<file path="src/rtl/store_buffer.sv">
// Small in-order store FIFO between the pipeline and data_memory. Loads take
// the memory port first and are forwarded from the youngest matching store.
module store_buffer #(
    parameter int DEPTH = 4,
    parameter int AW    = 32,
    parameter int DW    = 32
) (
    input  logic          clock,
    input  logic          reset,
    input  logic          st_valid,
    input  logic [AW-1:0] st_addr,
    input  logic [DW-1:0] st_data,
    output logic          st_ready,
    input  logic          ld_valid,
    input  logic [AW-1:0] ld_addr,
    output logic [DW-1:0] ld_data,
    output logic          ld_hit,
    input  logic          flush,
    output logic          empty,
    output logic          mem_write,
    output logic          mem_read,
    output logic [AW-1:0] mem_addr,
    output logic [DW-1:0] mem_in,
    input  logic [DW-1:0] mem_out
);
    localparam int PW = $clog2(DEPTH);

    logic [AW-1:0] addr_reg [DEPTH];
    logic [DW-1:0] data_reg [DEPTH];
    logic [PW-1:0] head_reg, head_next;
    logic [PW-1:0] tail_reg, tail_next;
    logic [PW:0]   count_reg, count_next;

    logic          buf_empty, buf_full;
    logic          push, drain, load_go;
    logic [DEPTH-1:0] match;
    logic          fwd_hit;
    logic [DW-1:0] fwd_data;

    assign buf_empty = (count_reg == '0);
    assign buf_full  = (count_reg == (PW+1)'(DEPTH));

    // An entry is live when its distance from head is below count.
    genvar gi;
    generate
        for (gi = 0; gi < DEPTH; gi++) begin : g_entry
            logic [PW-1:0] age;
            assign age       = PW'(gi) - head_reg;
            assign match[gi] = ({1'b0, age} < count_reg) && (addr_reg[gi] == ld_addr);
        end
    endgenerate

    // Walk oldest to youngest so the last match seen is the youngest.
    always_comb begin
        fwd_hit  = 1'b0;
        fwd_data = '0;
        for (int k = 0; k < DEPTH; k++) begin
            if (match[head_reg + PW'(k)]) begin
                fwd_hit  = 1'b1;
                fwd_data = data_reg[head_reg + PW'(k)];
            end
        end
    end

    // Reset gates every port-facing action, so the reset cycle itself is quiet.
    always_comb begin
        push    = !reset && st_valid && !buf_full;
        drain   = !reset && !buf_empty && (flush || !ld_valid);
        load_go = !reset && ld_valid && !(flush && !buf_empty);

        mem_write = drain;
        mem_read  = load_go;
        mem_addr  = '0;
        mem_in    = '0;
        if (drain) begin
            mem_addr = addr_reg[head_reg];
            mem_in   = data_reg[head_reg];
        end else if (load_go) begin
            mem_addr = ld_addr;
        end

        ld_hit   = !reset && ld_valid && fwd_hit;
        ld_data  = ld_hit ? fwd_data : mem_out;
        st_ready = reset || !buf_full;
        empty    = reset || buf_empty;
    end

    always_comb begin
        head_next  = head_reg + PW'(drain);
        tail_next  = tail_reg + PW'(push);
        count_next = count_reg + (PW+1)'(push) - (PW+1)'(drain);
    end

    always_ff @(posedge clock) begin
        if (reset) begin
            head_reg  <= '0;
            tail_reg  <= '0;
            count_reg <= '0;
        end else begin
            head_reg  <= head_next;
            tail_reg  <= tail_next;
            count_reg <= count_next;
        end
    end

    // Entry storage needs no reset: liveness comes from head/count.
    always_ff @(posedge clock) begin
        if (push) begin
            addr_reg[tail_reg] <= st_addr;
            data_reg[tail_reg] <= st_data;
        end
    end
endmodule

</file>
<file path="config.mk">
export PLATFORM = sky130hd
export DESIGN_NAME = store_buffer
export DESIGN_NICKNAME = d
export VERILOG_FILES = /design/src/rtl/store_buffer.sv
export SDC_FILE = /design/constraint.sdc
export NUM_CORES = 1
export LEC_CHECK = 0
export BUFFER_PORTS_ARGS = -buffer_cell sky130_fd_sc_hd__buf_2
export CAP_MARGIN = 10
export CORE_ASPECT_RATIO = 1.5
export CORE_MARGIN = 5
export CORE_UTILIZATION = 30
export CTS_BUF_LIST = sky130_fd_sc_hd__clkbuf_16
export DETAILED_ROUTE_END_ITERATION = 10
export REMOVE_ABC_BUFFERS = 1
export SLEW_MARGIN = 10
export SYNTH_ARGS = -nofsm -noshare
export SYNTH_HDL_FRONTEND = slang
export SYNTH_SLANG_ARGS = --single-unit
</file>
<file path="constraint.sdc">
create_clock -name clock -period 8.15 [get_ports clock]
set_input_delay 0.4075 -clock clock [delete_from_list [all_inputs] [get_ports clock]]
set_output_delay 0.4075 -clock clock [all_outputs]
set_load 0.05 [all_outputs]
</file>
Yosys cells after proc, flatten, opt, wreduce, memory -nomap -nowiden
Memories as Yosys holds them, arrays and structs flattened. A register that Yosys moved wholly into a read port is not among the register bits.
Index checks and enable logic that the tools add are counted.

word-level totals
  register bits after elaboration = 7
  RAM bits = 256
  input bits = 133
  word-level logic and storage cells = 74
  memories = 2

operators by class
  $add $sub $neg = 11
  $lt $le $gt $ge = 8
  equality and inequality tests = 5
  muxes and demuxes = 24
  reduce and logical (&&, ||, !) cells = 21

memory list
  name      words  bits a word  rd ports  clocked after memory_dff  wr ports  line  text
  addr_reg  4      32           5         1                         1         28    logic [AW-1:0] addr_reg [DEPTH];
  data_reg  4      32           4         1                         1         29    logic [DW-1:0] data_reg [DEPTH];

operators by type and width
  cell                                                        number
  two-way mux 32 bit                                          8
  == test 32 bit                                              4
  logical AND 1 bit                                           12
  less-than comparator 2 x 3 -> 1 bit                         4
  less-than comparator 2 x 3 -> 1 bit, second input constant  4
  two-way mux 1 bit                                           10
  binary-select mux 1 bit (select 2 bit)                      4
  zero test 1 bit                                             5
  adder 2 x 1 -> 2 bit                                        2
  adder 2 bit, second input constant                          2
  two-way mux 2 bit                                           2
  subtractor 1 x 2 -> 2 bit, first input constant             2
  subtractor 2 bit, first input constant                      2
  adder 3 x 1 -> 3 bit                                        1
  == test 3 bit, second input constant                        1
  zero test 3 bit                                             1
  logical OR 1 bit                                            3
  subtractor 3 x 1 -> 3 bit                                   1
  adder 2 x 1 -> 2 bit, second input constant                 1

Logic depth before layout (Yosys ltp)
  depth after elaboration = 11
  gate-level depth with buffers = 16
  gate-level depth less buffers = 12

Least setup slack after synthesis
Ideal clock, no wire load.

  kind = input-to-reg
  start = in reset
  end = mem addr_reg[1][0], enable pin
  data arrival time = 5.553 ns
  slack = 2.019 ns
  stages on the path = 3
  buffers on the path = 1
  cell sequence = clkbuf_1 -> nand3b_1 -> nor3b_1

on the way
  longest elaborated chain between the ends = 5

ends and longest elaborated chain
  what                                     line  text
  start, declared                          9     input logic reset,
  zero test 1 bit                          67    push = !reset && st_valid && !buf_full;
  logical AND 1 bit (2 in series)          67
  two-way mux 1 bit                        108   if (push) begin
  two-way mux 1 bit (not written as such)  109   addr_reg[tail_reg] <= st_addr;
  end, declared                            28

No other way between the ends.

Worst setup path in the final report
  start = reg head_reg[1]
  end = out ld_data[1]

on the way
  longest elaborated chain between the ends = 11

ends and longest elaborated chain
  what                                                                  line  text
  start, declared                                                       30    logic [PW-1:0] head_reg, head_next;
  start signal, assigned                                                100   head_reg <= head_next;
  subtractor 1 x 2 -> 2 bit / subtractor 2 bit (equally long branches)  48    assign age = PW'(gi) - head_reg;
  less-than comparator 2 x 3 -> 1 bit                                   49    assign match[gi] = ({1'b0, age} < count_reg) && (addr_reg[gi] == ld_addr);
  logical AND 1 bit                                                     49
  binary-select mux 1 bit (select 2 bit)                                58    if (match[head_reg + PW'(k)]) begin
  two-way mux 1 bit (not written as such)                               58
  two-way mux 1 bit (4 in series)                                       58
  logical AND 1 bit                                                     82    ld_hit = !reset && ld_valid && fwd_hit;
  two-way mux 32 bit (*)                                                83    ld_data = ld_hit ? fwd_data : mem_out;
  end, declared                                                         16    output logic [DW-1:0] ld_data,

Every way passes the cells marked *; elsewhere a longest branch is shown, timed or not. The select of a mux whose other input is x is not followed.

==> results.sh <==
export IMPL_setup_viol=0
export IMPL_core_area_mm2=0.0517
export IMPL_max_freq_ghz=0.162
export IMPL_use_met1_pct=21.0
export IMPL_gp_congestion=0.838
export IMPL_cellPowerDensity_mw_per_mm2=239
export IMPL_holdCritPathClass="in2reg"
export IMPL_drtIter0Drc=880
export IMPL_busiest_layer="met2"
export IMPL_viasPerCell=5.45
export IMPL_clk_pin_slew_ns=0.06
export IMPL_period_needed_ns=6.17
export IMPL_die_area_mm2=0.0569
export IMPL_grt_pass1_wl_um=75500
export IMPL_cts_buffers=28
export IMPL_crit_type="reg2out"
export IMPL_r2r_start="count_reg[0]"
export IMPL_root_buffer="clkbuf_16"
export IMPL_p_leak_uw=0.00623
export IMPL_worstHoldPathCells=1
export IMPL_drive_gt1_share_pct=28.9
export IMPL_cts_repair_resized=0
export IMPL_wl_per_cell_um=23.3
export IMPL_clockBufferDepth=3
export IMPL_cts_sinks=263
export IMPL_setup_worst_path_start_class="register"
export IMPL_cap_violations=0
export IMPL_ys_types=51
export IMPL_relSlewSlack_pct=19.7
export IMPL_worstMarginPinSlew_ns=1.21
export IMPL_r2r_slack_ns=4.82
export IMPL_io_buffers=233
export IMPL_hpwl_um=34200
export IMPL_start_util_pct=30.3
export IMPL_worstReg2RegEnd="count_reg[2]"
export IMPL_grt_util_met3_pct=3.05
export IMPL_synth_enable_flop_cells=256
export IMPL_grt_max_degree=99
export IMPL_grt_pass1_vias=12203
export IMPL_totalWireLength_um=51400
export IMPL_die_h_um=290
export IMPL_post_route_period_util_pct=75.7
export IMPL_ys_seq_elements=263
export IMPL_vias=12001
export IMPL_status="complete, no violations"
export IMPL_firstDrtPassIters=6
export IMPL_drc=0
export IMPL_die_w_um=196
export IMPL_fillCellCount=5131
export IMPL_grt_setup_unrepaired="no"
export IMPL_cp_required_ns=7.74
export IMPL_ant_nets=0
export IMPL_area_delta_synth_final_pct=16.6
export IMPL_cts_tree="built"
export IMPL_worstPathMaxFanout=66
export IMPL_placed_area_mm2=0.0173
export IMPL_synthFlopType="edfxtp_1"
export IMPL_overflow=0
export IMPL_reg2reg_depth=14
export IMPL_syn_area_mm2=0.0157
export IMPL_yosys_warnings=0
export IMPL_grt_use_met2_pct=31.3
export IMPL_async_flop_share_pct=0
export IMPL_hold_violations=0
export IMPL_synth_seq_area_share_pct=50.0
export IMPL_insertion_delay_ns=0.55
export IMPL_synthCells=1359
export IMPL_hold_path_startpoint="st_addr[11]"
export IMPL_setup_worst_path_start="head_reg[1]"
export IMPL_htree_levels=1
export IMPL_ir_worst_vdd_mv=0.191
export IMPL_grt_antenna_before_repair=9
export IMPL_p_total_uw=4370
export IMPL_critPathCaptureType="output pin"
export IMPL_ctsHoldBuffers=0
export IMPL_postCtsSetupRepairBufs=0
export IMPL_fin_area_mm2=0.0183
export IMPL_avgSynthCellArea_um2=11.5
export IMPL_track_usage_pct=17.2
export IMPL_worstPathArrival_ns=5.76
export IMPL_clock_skew_ns=0.00987
export IMPL_io_pins=234
export IMPL_rows=102
export IMPL_drv_slew=0
export IMPL_nets=1645
export IMPL_hold_path_end="addr_reg[0][11]"
[layout make-up]
cell class / instances / area (um^2) / share of cell area, %
clock inverters: 21 / 166 / 0.912
well taps: 676 / 846 / 4.63
diodes: 5 / 12.5 / 0.0685
multi-input cells: 939 / 7260 / 39.8
repair buffers: 255 / 1350 / 7.40
inverters: 16 / 60.1 / 0.329
clock buffers: 29 / 726 / 3.98
flip-flops and latches: 263 / 7840 / 42.9
[synth_stat cells (all sizes together), types with 32 or more instances]
| master | count | area share [%] |
|---|---|---|
| edfxtp | 256 | 49 |
| nand2 | 96 | 2.3 |
| xnor2 | 94 | 5.3 |
| clkbuf | 90 | 2.2 |
| nor2 | 71 | 1.7 |
| mux2i | 69 | 4.4 |
| mux2 | 68 | 4.9 |
| a21oi | 65 | 2.1 |
| a22o | 64 | 3.6 |
| nand4 | 55 | 2.2 |
| buf | 51 | 1.6 |
| nand3 | 41 | 1.3 |
| xor2 | 37 | 2.1 |
| a211oi | 33 | 1.6 |
| o21ai | 33 | 1.1 |
| mux4 | 32 | 4.6 |
| o211ai | 32 | 1.5 |
[kinds of logic after synthesis]
family	synth area share (%)
buffers and inverters	4.12
adder cells (fa/ha/maj)	0.767
AO/OA/AOI/OAI	15.0
XOR/XNOR	7.33
multiplexers	13.9
AND/OR/NAND/NOR	8.87
flip-flops	50.0
[worst max-delay path, stage by stage (launching register included)]
cell and delay [ns]:
dfxtp_4 0.89, inv_2 0.61, ha_1 0.50, nor2b_1 0.05, a2111oi_1 0.48, nand3_2 0.12
buf_4 0.32, a41o_2 0.31, buf_4 0.33, nor2_4 0.89, a31o_2 0.29, buf_2 0.26
[routing by layer]
layer,vias to the layer above,wire (um)
met2,475,26500
li1,5539,-
met1,5887,20100
met3,88,3600
met5,-,68
met4,12,1220
[cell usage in the layout (no fill, tap or decap), drive strengths merged, types with 37 or more instances in the layout]
cell / n
mux2i: 69
buf: 255
nand4: 55
xor2: 37
nand2: 96
nand3: 41
mux2: 68
nor2: 71
a22o: 64
a21oi: 65
edfxtp: 256
xnor2: 94
[stage by stage]
stage	setup TNS (ns)	hold WS [ns]	util (%)	instances	setup WS, ns
6_report	0	0.0623	35.3	2204	1.98
5_1_grt	0	0.0440	35.3	2200	1.70
4_1_cts	0	0.0276	35.2	2198	1.94
3_5_place_dp	0	0.603	33.5	2148	2.56
3_3_place_gp	0	0.580	33.5	2148	2.63
2_1_floorplan	-140.24	0.479	-	1218	-4.46
[worst max path at each step]
stage                        endpoint  slack [ns]  depth (start not counted)
final                      ld_data[1]        1.98                         11
after global routing       ld_data[6]        1.70                         11
after CTS                  ld_data[6]        1.94                         11
after detailed placement   ld_data[6]        2.56                         11
after global placement     ld_data[6]        2.63                         11
after floorplan           ld_data[30]       -4.46                          9
[where the power goes]
group | internal, uW | switching, uW
logic | 470 | 1030
registers | 1560 | 56.0
clock network | 731 | 520
Note: power is estimated with default switching activity, not from simulation.
